==> config.mk <==
export PLATFORM = sky130hd
export DESIGN_NAME = tpu_cmd_sequencer_flat
export DESIGN_NICKNAME = d
export VERILOG_FILES = /design/src/rtl/tpu_seq_pkg.sv /design/src/rtl/tpu_cmd_sequencer_if.sv /design/src/rtl/tpu_seq_timer.sv /design/src/rtl/tpu_cmd_sequencer.sv /design/src/flat_wrapper.sv
export SDC_FILE = /design/constraint.sdc
export NUM_CORES = 1
export LEC_CHECK = 0
export ABC_CLOCK_PERIOD_IN_PS = 3800
export BUFFER_PORTS_ARGS = -buffer_cell sky130_fd_sc_hd__buf_2
export CORE_ASPECT_RATIO = 1.5
export CORE_MARGIN = 2
export CORE_UTILIZATION = 30
export CTS_BUF_LIST = sky130_fd_sc_hd__clkbuf_2
export CTS_CLUSTER_SIZE = 12
export DETAILED_ROUTE_END_ITERATION = 8
export HOLD_SLACK_MARGIN = 0.05
export PLACE_DENSITY = 0.55
export SLEW_MARGIN = 20
export SYNTH_ARGS = -nofsm -noshare
export SYNTH_HDL_FRONTEND = slang
export SYNTH_SLANG_ARGS = --single-unit
==> constraint.sdc <==
create_clock -name clk -period 3.8 [get_ports clk]
set_clock_uncertainty 0.05 [all_clocks]
set_input_delay 0.57 -clock clk [delete_from_list [all_inputs] [get_ports clk]]
set_output_delay 0.57 -clock clk [all_outputs]
set_load 0.05 [all_outputs]
==> src/rtl/tpu_seq_pkg.sv <==
// tpu_seq_pkg: shared types and constants for the TPU command sequencer.
// Holds TPU funct codes, sequencer FSM states and datapath widths.
package tpu_seq_pkg;

  localparam int K_W    = 16;
  localparam int DATA_W = 32;
  localparam int T_W    = 16;

  localparam logic [2:0] F_NOP   = 3'd0;
  localparam logic [2:0] F_CFG   = 3'd1;
  localparam logic [2:0] F_LOAD  = 3'd2;
  localparam logic [2:0] F_READ  = 3'd3;
  localparam logic [2:0] F_CLR   = 3'd4;
  localparam logic [2:0] F_START = 3'd6;

  typedef enum logic [3:0] {
    S_IDLE,
    S_CFG,
    S_CLR,
    S_LOAD,
    S_START,
    S_WAIT,
    S_RDISS,
    S_RDWAIT,
    S_EMIT,
    S_ABORT
  } state_t;

endpackage

==> src/rtl/tpu_cmd_sequencer_if.sv <==
// tpu_cmd_sequencer_if: job/operand/result handshakes plus TPU command port.
// master = sequencer side, slave = host and TPU side.
interface tpu_cmd_sequencer_if;
  import tpu_seq_pkg::*;

  logic              job_valid;
  logic              job_ready;
  logic [K_W-1:0]    job_k;
  logic              op_valid;
  logic              op_ready;
  logic [DATA_W-1:0] op_a;
  logic [DATA_W-1:0] op_b;
  logic              res_valid;
  logic              res_ready;
  logic [DATA_W-1:0] res_data;
  logic              res_last;
  logic              job_err;
  logic [2:0]        tpu_funct;
  logic [DATA_W-1:0] tpu_in0;
  logic [DATA_W-1:0] tpu_in1;
  logic [15:0]       tpu_cidx;
  logic [DATA_W-1:0] tpu_cout;

  modport master (
    input  job_valid, job_k,
    input  op_valid, op_a, op_b,
    input  res_ready,
    input  tpu_cidx, tpu_cout,
    output job_ready, op_ready,
    output res_valid, res_data, res_last,
    output job_err,
    output tpu_funct, tpu_in0, tpu_in1
  );

  modport slave (
    output job_valid, job_k,
    output op_valid, op_a, op_b,
    output res_ready,
    output tpu_cidx, tpu_cout,
    input  job_ready, op_ready,
    input  res_valid, res_data, res_last,
    input  job_err,
    input  tpu_funct, tpu_in0, tpu_in1
  );

endinterface

==> src/rtl/tpu_seq_timer.sv <==
// tpu_seq_timer: loadable down-counter that stops at zero.
// Shared by the WAIT settle/timeout and the RDWAIT read latency.
module tpu_seq_timer #(
  parameter int W = 16
) (
  input  logic         clk,
  input  logic         rst_n,
  input  logic         load,
  input  logic [W-1:0] value,
  output logic         expired
);

  logic [W-1:0] cnt_q;

  always_ff @(posedge clk) begin
    if (!rst_n) begin
      cnt_q <= '0;
    end else if (load) begin
      cnt_q <= value;
    end else if (cnt_q != '0) begin
      cnt_q <= cnt_q - 1'b1;
    end
  end

  assign expired = (cnt_q == '0);

endmodule

==> src/rtl/tpu_cmd_sequencer.sv <==
// tpu_cmd_sequencer: turns a K-beat job into TPU commands and reads back C.
// Define TPU_SEQ_PERF_EN to add the perf_cycles job-latency output.
module tpu_cmd_sequencer
  import tpu_seq_pkg::*;
#(
  parameter int KMAX        = 1024,
  parameter int SETTLE_CYC  = 4,
  parameter int READ_LAT    = 2,
  parameter int TIMEOUT_CYC = 4096
) (
  input logic clk,
  input logic rst_n,
  tpu_cmd_sequencer_if.master bus
`ifdef TPU_SEQ_PERF_EN
  ,
  output logic [31:0] perf_cycles
`endif
);

  state_t state_q, state_d;

  logic [K_W-1:0]    k_q, k_d;
  logic [K_W-1:0]    cnt_q, cnt_d;
  logic [3:0]        elem_q, elem_d;
  logic              settle_q, settle_d;

  logic              job_ready_q;
  logic              op_ready_q;
  logic              res_valid_q;
  logic              res_last_q, res_last_d;
  logic [DATA_W-1:0] res_data_q, res_data_d;
  logic              job_err_q, job_err_d;
  logic [2:0]        funct_q, funct_d;
  logic [DATA_W-1:0] in0_q, in0_d;
  logic [DATA_W-1:0] in1_q, in1_d;

  logic              tmr_load;
  logic [T_W-1:0]    tmr_val;
  logic              tmr_expired;

  tpu_seq_timer #(.W(T_W)) u_timer (
    .clk     (clk),
    .rst_n   (rst_n),
    .load    (tmr_load),
    .value   (tmr_val),
    .expired (tmr_expired)
  );

  always_comb begin
    state_d    = state_q;
    k_d        = k_q;
    cnt_d      = cnt_q;
    elem_d     = elem_q;
    settle_d   = settle_q;
    res_last_d = res_last_q;
    res_data_d = res_data_q;
    job_err_d  = 1'b0;
    funct_d    = F_NOP;
    in0_d      = in0_q;
    in1_d      = in1_q;
    tmr_load   = 1'b0;
    tmr_val    = '0;
    unique case (state_q)
      S_IDLE: begin
        if (bus.job_valid && job_ready_q) begin
          k_d = bus.job_k;
          if (bus.job_k == '0 ||
              bus.job_k > K_W'(KMAX)) begin
            job_err_d = 1'b1;
          end else begin
            state_d = S_CFG;
          end
        end
      end
      S_CFG: begin
        funct_d = F_CFG;
        in0_d   = {{(DATA_W-K_W){1'b0}}, k_q};
        state_d = S_CLR;
      end
      S_CLR: begin
        funct_d = F_CLR;
        cnt_d   = '0;
        state_d = S_LOAD;
      end
      S_LOAD: begin
        if (bus.op_valid && op_ready_q) begin
          funct_d = F_LOAD;
          in0_d   = bus.op_a;
          in1_d   = bus.op_b;
          cnt_d   = cnt_q + 1'b1;
          if (cnt_q + 1'b1 == k_q) begin
            state_d = S_START;
          end
        end
      end
      S_START: begin
        funct_d  = F_START;
        settle_d = 1'b0;
        tmr_load = 1'b1;
        tmr_val  = T_W'(TIMEOUT_CYC - 1);
        state_d  = S_WAIT;
      end
      S_WAIT: begin
        // timer first guards the timeout, then is reused for settling
        if (!settle_q) begin
          if (bus.tpu_cidx == 16'd3) begin
            settle_d = 1'b1;
            tmr_load = 1'b1;
            tmr_val  = T_W'(SETTLE_CYC - 1);
          end else if (tmr_expired) begin
            state_d = S_ABORT;
          end
        end else if (tmr_expired) begin
          elem_d  = '0;
          state_d = S_RDISS;
        end
      end
      S_RDISS: begin
        funct_d  = F_READ;
        in0_d    = {{(DATA_W-2){1'b0}}, elem_q[3:2]};
        in1_d    = {{(DATA_W-2){1'b0}}, elem_q[1:0]};
        tmr_load = 1'b1;
        tmr_val  = T_W'(READ_LAT - 1);
        state_d  = S_RDWAIT;
      end
      S_RDWAIT: begin
        if (tmr_expired) begin
          res_data_d = bus.tpu_cout;
          res_last_d = (elem_q == 4'd15);
          state_d    = S_EMIT;
        end
      end
      S_EMIT: begin
        if (bus.res_ready) begin
          res_last_d = 1'b0;
          if (elem_q == 4'd15) begin
            state_d = S_IDLE;
          end else begin
            elem_d  = elem_q + 1'b1;
            state_d = S_RDISS;
          end
        end
      end
      S_ABORT: begin
        funct_d   = F_CLR;
        job_err_d = 1'b1;
        state_d   = S_IDLE;
      end
      default: state_d = S_IDLE;
    endcase
  end

  always_ff @(posedge clk) begin
    if (!rst_n) begin
      state_q     <= S_IDLE;
      k_q         <= '0;
      cnt_q       <= '0;
      elem_q      <= '0;
      settle_q    <= 1'b0;
      job_ready_q <= 1'b0;
      op_ready_q  <= 1'b0;
      res_valid_q <= 1'b0;
      res_last_q  <= 1'b0;
      res_data_q  <= '0;
      job_err_q   <= 1'b0;
      funct_q     <= F_NOP;
      in0_q       <= '0;
      in1_q       <= '0;
    end else begin
      state_q     <= state_d;
      k_q         <= k_d;
      cnt_q       <= cnt_d;
      elem_q      <= elem_d;
      settle_q    <= settle_d;
      job_ready_q <= (state_d == S_IDLE);
      op_ready_q  <= (state_d == S_LOAD);
      res_valid_q <= (state_d == S_EMIT);
      res_last_q  <= res_last_d;
      res_data_q  <= res_data_d;
      job_err_q   <= job_err_d;
      funct_q     <= funct_d;
      in0_q       <= in0_d;
      in1_q       <= in1_d;
    end
  end

  assign bus.job_ready = job_ready_q;
  assign bus.op_ready  = op_ready_q;
  assign bus.res_valid = res_valid_q;
  assign bus.res_last  = res_last_q;
  assign bus.res_data  = res_data_q;
  assign bus.job_err   = job_err_q;
  assign bus.tpu_funct = funct_q;
  assign bus.tpu_in0   = in0_q;
  assign bus.tpu_in1   = in1_q;

`ifdef TPU_SEQ_PERF_EN
  logic        perf_run_q;
  logic [31:0] perf_q;
  logic        perf_start;
  logic        perf_stop;

  assign perf_start = (state_q == S_IDLE) &&
                      (state_d == S_CFG);
  assign perf_stop  = (state_q == S_ABORT) ||
                      ((state_q == S_EMIT) &&
                       (state_d == S_IDLE));

  always_ff @(posedge clk) begin
    if (!rst_n) begin
      perf_run_q <= 1'b0;
      perf_q     <= '0;
    end else if (perf_start) begin
      perf_run_q <= 1'b1;
      perf_q     <= '0;
    end else if (perf_run_q) begin
      if (perf_q != '1) begin
        perf_q <= perf_q + 1'b1;
      end
      if (perf_stop) begin
        perf_run_q <= 1'b0;
      end
    end
  end

  assign perf_cycles = perf_q;
`endif

endmodule

==> src/flat_wrapper.sv <==
// flat-port wrapper written by rule: the top's interface ports become plain ports
module tpu_cmd_sequencer_flat import tpu_seq_pkg::*;
#(
  parameter int KMAX        = 1024,
  parameter int SETTLE_CYC  = 4,
  parameter int READ_LAT    = 2,
  parameter int TIMEOUT_CYC = 4096
)
  (clk, rst_n, bus_job_valid, bus_job_k, bus_op_valid, bus_op_a, bus_op_b, bus_res_ready, bus_tpu_cidx, bus_tpu_cout, bus_job_ready, bus_op_ready, bus_res_valid, bus_res_data, bus_res_last, bus_job_err, bus_tpu_funct, bus_tpu_in0, bus_tpu_in1);
  tpu_cmd_sequencer_if bus_i ();
  input logic clk;
  input logic rst_n;
  input wire logic [$bits(bus_i.job_valid)-1:0] bus_job_valid;
  input wire logic [$bits(bus_i.job_k)-1:0] bus_job_k;
  input wire logic [$bits(bus_i.op_valid)-1:0] bus_op_valid;
  input wire logic [$bits(bus_i.op_a)-1:0] bus_op_a;
  input wire logic [$bits(bus_i.op_b)-1:0] bus_op_b;
  input wire logic [$bits(bus_i.res_ready)-1:0] bus_res_ready;
  input wire logic [$bits(bus_i.tpu_cidx)-1:0] bus_tpu_cidx;
  input wire logic [$bits(bus_i.tpu_cout)-1:0] bus_tpu_cout;
  output wire logic [$bits(bus_i.job_ready)-1:0] bus_job_ready;
  output wire logic [$bits(bus_i.op_ready)-1:0] bus_op_ready;
  output wire logic [$bits(bus_i.res_valid)-1:0] bus_res_valid;
  output wire logic [$bits(bus_i.res_data)-1:0] bus_res_data;
  output wire logic [$bits(bus_i.res_last)-1:0] bus_res_last;
  output wire logic [$bits(bus_i.job_err)-1:0] bus_job_err;
  output wire logic [$bits(bus_i.tpu_funct)-1:0] bus_tpu_funct;
  output wire logic [$bits(bus_i.tpu_in0)-1:0] bus_tpu_in0;
  output wire logic [$bits(bus_i.tpu_in1)-1:0] bus_tpu_in1;
  assign bus_i.job_valid = bus_job_valid;
  assign bus_i.job_k = bus_job_k;
  assign bus_i.op_valid = bus_op_valid;
  assign bus_i.op_a = bus_op_a;
  assign bus_i.op_b = bus_op_b;
  assign bus_i.res_ready = bus_res_ready;
  assign bus_i.tpu_cidx = bus_tpu_cidx;
  assign bus_i.tpu_cout = bus_tpu_cout;
  assign bus_job_ready = bus_i.job_ready;
  assign bus_op_ready = bus_i.op_ready;
  assign bus_res_valid = bus_i.res_valid;
  assign bus_res_data = bus_i.res_data;
  assign bus_res_last = bus_i.res_last;
  assign bus_job_err = bus_i.job_err;
  assign bus_tpu_funct = bus_i.tpu_funct;
  assign bus_tpu_in0 = bus_i.tpu_in0;
  assign bus_tpu_in1 = bus_i.tpu_in1;
  tpu_cmd_sequencer #(.KMAX(KMAX), .SETTLE_CYC(SETTLE_CYC), .READ_LAT(READ_LAT), .TIMEOUT_CYC(TIMEOUT_CYC)) u_core (.clk(clk), .rst_n(rst_n), .bus(bus_i));
endmodule
# Word level (Yosys, flattened, before mapping)
# Cells that the tools add are included.
# op_classes
n_addsub	3
magnitude_cmp	1
multipliers	0
n_shift	0
n_mux	41
reduce_logical	24
div_mod_pow	0
bitwise_logic	0
eq_ne	20
# ops
op	n
32-bit case mux with 3 select lines	1
16-bit 2-to-1 mux	4
32-bit 2-to-1 mux	2
32-bit case mux with 2 select lines	1
4-bit 2-to-1 mux	14
16-bit case mux with 3 select lines	1
4-bit case mux with 9 select lines	1
16-bit zero test	2
16-bit case mux with 2 select lines	1
16-bit by 1-bit adder with 16-bit output, second input constant	1
16-bit == test	1
16-bit by 2-bit == test with 1-bit output, second input constant	1
4-bit by 3-bit == test with 1-bit output, second input constant	4
4-bit == test, second input constant	4
16-bit by 11-bit > comparator with 1-bit output, second input constant	1
16-bit nonzero test	1
16-bit by 1-bit subtractor with 16-bit output, second input constant	1
3-bit case mux with 5 select lines	1
4-bit by 2-bit == test with 1-bit output, second input constant	3
2-bit nonzero test	6
2-bit AND reduction	5
4-bit zero test	2
2-bit by 1-bit inequality test with 1-bit output, second input constant	4
1-bit case mux with 2 select lines	4
other kinds (13)	23
# totals
ram_bits	0
inputBits	133
elab_cells	104
mem_bits_ro	0
latchBits	0
reg_bits	161
mem_count	0

# Longest topological paths before layout
# logic_depth
depth_word	6
depth_mapped	10
depth_no_buf	9

# Modules after synthesis
# A second synthesis with hierarchy kept.
# unflattened
hier_cells	910
hier_area_um2	7462.2
# modules_own_cells
module	n_inst	cells_per_inst	seq_area_each_um2	area_each_um2
tpu_cmd_sequencer	1	798	2902.8	6548.8
tpu_seq_timer	1	112	320.3	913.4

# Least setup slack after synthesis
# No wires, ideal clock.
# synth_path
kind	reg-to-reg
startpoint	register u_core.u_timer.cnt_q[7]
endpoint	register u_core.elem_q[3]
path_stages_with_launch	8
setup_time_ns	0.116
slack_ns	1.509
period_less_slack_ns	2.291
arrival_ns	2.126
path_cell_list	dfxtp_1 -> or4_4 -> or3_4 -> nor3b_4 -> a41o_2 -> nand4_1 -> xnor2_1 -> and3_1
# synth_via
elab_chain_cells	3
# synth_lines
item	line	text
start: declaration	tpu_seq_timer.sv:13	logic [W-1:0] cnt_q;
start signal: assignment	tpu_seq_timer.sv:19	cnt_q <= value;
start signal: assignment	tpu_seq_timer.sv:21	cnt_q <= cnt_q - 1'b1;
16-bit zero test	tpu_seq_timer.sv:25	assign expired = (cnt_q == '0);
2-bit by 1-bit inequality test with 1-bit output (no line)	-	
5-bit AND reduction (no line)	-	
end signal: assignment	tpu_cmd_sequencer.sv:173	elem_q <= elem_d;
end: declaration	tpu_cmd_sequencer.sv:24	logic [3:0] elem_q, elem_d;
# Every way passes these cells.
# A chain may end at the register's enable or synchronous reset.

# Worst setup path in the final report
# layout_path
startpoint	register u_core.u_timer.cnt_q[7]
endpoint	register u_core.job_ready_q, in the netlist u_core.bus.job_ready
# layout_via
elab_chain_cells	6
elab_cells_between_ends	8
cone_classes	6 x mux; 2 x reduce/logical
# layout_lines
item	line	text
16-bit zero test (*)	tpu_seq_timer.sv:25	
4-bit 2-to-1 mux	tpu_cmd_sequencer.sv:110	end else if (tmr_expired) begin
4-bit 2-to-1 mux	tpu_cmd_sequencer.sv:106	if (bus.tpu_cidx == 16'd3) begin
4-bit 2-to-1 mux	tpu_cmd_sequencer.sv:105	if (!settle_q) begin
4-bit case mux with 9 select lines (*)	tpu_cmd_sequencer.sv:63	unique case (state_q)
4-bit zero test (*)	tpu_cmd_sequencer.sv:175	job_ready_q <= (state_d == S_IDLE);
end signal: assignment	tpu_cmd_sequencer.sv:175	
end: declaration	tpu_cmd_sequencer.sv:27	logic job_ready_q;
# Every way passes the cells marked *; elsewhere a longest branch is shown, timed or not.

==> flow_summary_export.csv <==
group,metric,value,unit
status,outcome,"complete, no violations",
global_routing,grt_pass1_wl,34.42,mm
synthesis,ys_types,57,
synthesis,ys.flop_type,"dfxtp_1",
cts,cts_tree,"yes",
timing,slew_headroom,43.70,%
timing,worst_pin_slew,0.8419,ns
detailed_routing,vias,7378,
timing,finalSetupViolCount,0,
worst_setup_path,crit_end,"u_core.bus.job_ready",
detailed_routing,initialDrtViolationCount,314,
synthesis,synthArstFlopShare,0,%
worst_setup_path,crit_fanout,34,
die,rows,68,
power,p_sw_share,30.41,%
worst_hold_path,hold_path.class,"primary input to flop",
worst_setup_path,critPathCaptureType,"flop",
placement,place_congestion,0.8121,
power,comb_power_share,21.3,%
power,clockPowerShare,24.6,%
worst_setup_path,cp.required,4.40,ns
cts,postCtsSetupBuffers,0,
synthesis,synth.top_cells.by_area,"dfxtp_1 (46%), nand2_1 (11%), a21oi_1 (7.8%)",
synthesis,synth_seq_cells,161,
detailed_routing,vias_per_cell,4.902,
synthesis,syn_inst,885,
die,dieArea,0.02447,sq mm
cts,hold_buffers,116,
detailed_routing,routed_wirelength,22.48,mm
worst_setup_path,path_class,"flop to flop",
final_layout,fin_area,0.009748,sq mm
final_layout,area_delta_synth_final,39.97,%
placement,io_buffers,236,
power,ir_worst_vdd,0.1696,mV
synthesis,syn_area,0.006964,sq mm
worst_setup_path,r2r_start,"u_core.u_timer.cnt_q[7]",
cts,cts_sinks,161,
timing,clock.fmax,0.3620,GHz
worst_setup_path,r2r_cells,9,
detailed_routing,routedWlPerCell,14.94,microns
timing,min_period,2.763,ns
detailed_routing,dr.pass1.iters,5,
timing,fin_crit_sh,72.71,%
detailed_routing,ant_nets,0,
cts,root_buffer,"clkbuf_2",
worst_setup_path,timing.rr.end,"u_core.bus.job_ready",
synthesis,ys_seq_area_share,46.28,%
power,net-switching-power,1.031,mW
global_routing,grt_use_total,17.84,%
power,p_seq_share,54.1,%
die,dieWidth,128.4,microns
cts,clock_latency,0.76,ns
timing,rsz0062_at_grt,"false",
die,start_util,30.43,%
timing,timing.hold.ws,0.1472,ns
detailed_routing,remaining_drc_errors,0,
cts,cts_resized,0,
final_layout,fin_cells,1505,
global_routing,overflow,0,
cts,clk_pin_slew_worst_paths,0.19,ns
synthesis,synth_enable_flop_cells,0,
global_routing,antenna_found_initial,2,
cts,clockBufferDepth,2,
timing,slew_violations,0,
synthesis,syn_nets,1021,
final_layout,drive_above_1_share,24.28,%
final_layout,nets,1348,
placement,place_area,0.008394,sq mm
timing,setup-tns-final,0,ns
power,intPower,2.360,mW
worst_setup_path,worstPathArrival,3.36,ns
die,coreArea,0.02289,sq mm
cts,cts_buffers,17,
die,die_h,190.6,microns
worst_setup_path,start_kind,"flop",
timing,hold_viol,0,
synthesis,yosys.area.top_type,"dfxtp_1",
global_routing,grt_pass1_vias,7007,
die,pin_count,237,
worst_setup_path,cp-startpoint,"u_core.u_timer.cnt_q[7]",
worst_setup_path,regToRegSetupSlack,1.04,ns
global_routing,grt_max_degree,39,
cts,htreeDepth,4,
placement,placedCellCount,1357,
power,powerDensity,347.9,mW/mm^2
synthesis,yosys_warnings,0,
synthesis,synth_top_area_share,46.28,%
synthesis,syn-mean-instance-area,7.869,sq um
power,p_leak,4.008,nW
run,drv_cap,0,
placement,dp_hpwl,15.30,mm
==> Yosys cell counts, types with 2 or more instances <==
cell type	count
nand2_1	205
dfxtp_1	161
a21oi_1	109
nor2_1	87
clkbuf_1	47
nand3_1	41
nor3_1	22
a22oi_1	21
o21ai_0	20
xnor2_1	20
a311oi_1	17
xor2_1	16
nand4_1	11
nor4_1	11
and3_1	8
a31oi_1	7
buf_2	7
inv_1	6
or3_1	6
nor2b_1	5
and2_1	4
and4_1	4
nand2b_1	4
a211oi_1	3
buf_4	3
ha_1	3
a21o_1	2
buf_1	2
mux2i_1	2
nand4_2	2
o21a_1	2
o31ai_1	2
==> worst min-delay path by stage <==
stage                                       from                      end  slack (ns)  cells past startpoint
after floorplan                   u_core.k_q[10]           u_core.k_q[10]        0.41                      2
after global placement    u_core.bus.res_data[0]   u_core.bus.res_data[0]        0.39                      2
after detailed placement     u_core.bus.res_last      u_core.bus.res_last        0.39                      2
after CTS                                  rst_n  u_core.bus.tpu_funct[2]        0.06                      2
after global routing                       rst_n        u_core.state_q[0]        0.05                      3
final                                      rst_n     u_core.bus.res_valid        0.15                      3
==> power by group through the flow <==
stage	combinational [mW]	clock [mW]	sequential (mW)
after detailed placement	0.629	0	1.87
after CTS	0.724	0.893	1.83
after global routing	0.797	0.952	1.85
after global placement	0.629	0	1.86
final	0.722	0.835	1.83
after floorplan	0.466	0	1.85
==> flip-flops by register name, summed over array words and instances (netlist names) <==
name                  cells
u_core.bus.job_err        1
u_core.bus.job_ready      1
u_core.bus.op_ready       1
u_core.bus.res_data      32
u_core.bus.res_last       1
u_core.bus.res_valid      1
u_core.bus.tpu_funct      3
u_core.bus.tpu_in0       32
u_core.bus.tpu_in1       32
u_core.cnt_q             16
u_core.elem_q             4
u_core.k_q               16
u_core.settle_q           1
u_core.state_q            4
u_core.u_timer.cnt_q     16
==> final cells by class <==
class | instances | area (sq um)
clock inverter | 11 | 92.59
antenna | 2 | 5.005
clock buffer | 19 | 95.09
tap | 280 | 350.3
inverter | 7 | 27.53
timing repair buffer | 368 | 2475
sequential | 161 | 3223
multi-input combinational | 657 | 3480
fill | 2315 | 13140
==> metrics by stage <==
| step | power [mW] | utilization (%) | setup WS [ns] |
|---|---|---|---|
| 4_1_cts | 3.451 | 42.57 | 1.026 |
| 6_report | 3.391 | 42.59 | 1.037 |
| 2_1_floorplan | 2.321 | - | 1.509 |
| 3_5_place_dp | 2.495 | 36.68 | 1.020 |
| 5_1_grt | 3.595 | 42.58 | 0.8904 |
| 3_3_place_gp | 2.494 | 36.68 | 1.041 |
==> kinds of logic after synthesis <==
kind of cell             share of synthesized area (%)
adder cells (fa/ha/maj)                         0.5390
AO/OA/AOI/OAI                                    17.37
flip-flops                                       46.28
XOR/XNOR                                         4.527
buffers and inverters                            4.006
multiplexers                                    0.2875
AND/OR/NAND/NOR                                  26.99
==> critical path: stages, from the launching register on <==
cell,delay (ns)
dfxtp_1,0.40
or4_4,0.56
or3_4,0.38
nor3b_4,0.17
buf_4,0.22
and4_1,0.20
buf_4,0.33
nor2_1,0.18
nand4_2,0.13
a211oi_2,0.05
==> cells in the final DEF, fill, tap and decap left out, types with 21 or more instances in the layout <==
| master | synthesis | final |
|---|---|---|
| buf_2 | 7 | 236 |
| a21oi_1 | 109 | 108 |
| dfxtp_1 | 161 | 161 |
| nand2_1 | 205 | 205 |
| nor2_1 | 87 | 86 |
| nand3_1 | 41 | 40 |
| nor3_1 | 22 | 22 |
| a22oi_1 | 21 | 21 |
| dlygate4sd3_1 | 0 | 116 |
==> routing by layer <==
| layer | share of wire (%) | global-route usage, % | up-vias |
|---|---|---|---|
| met4 | 2.5 | 6.805 | 0 |
| met2 | 53 | 33.90 | 190 |
| li1 | - | - | 3716 |
| met3 | 4.5 | 3.760 | 34 |
| met1 | 40 | 18.95 | 3438 |
| met5 | 0 | 0 | - |
Power figures use the tool's default switching activity.
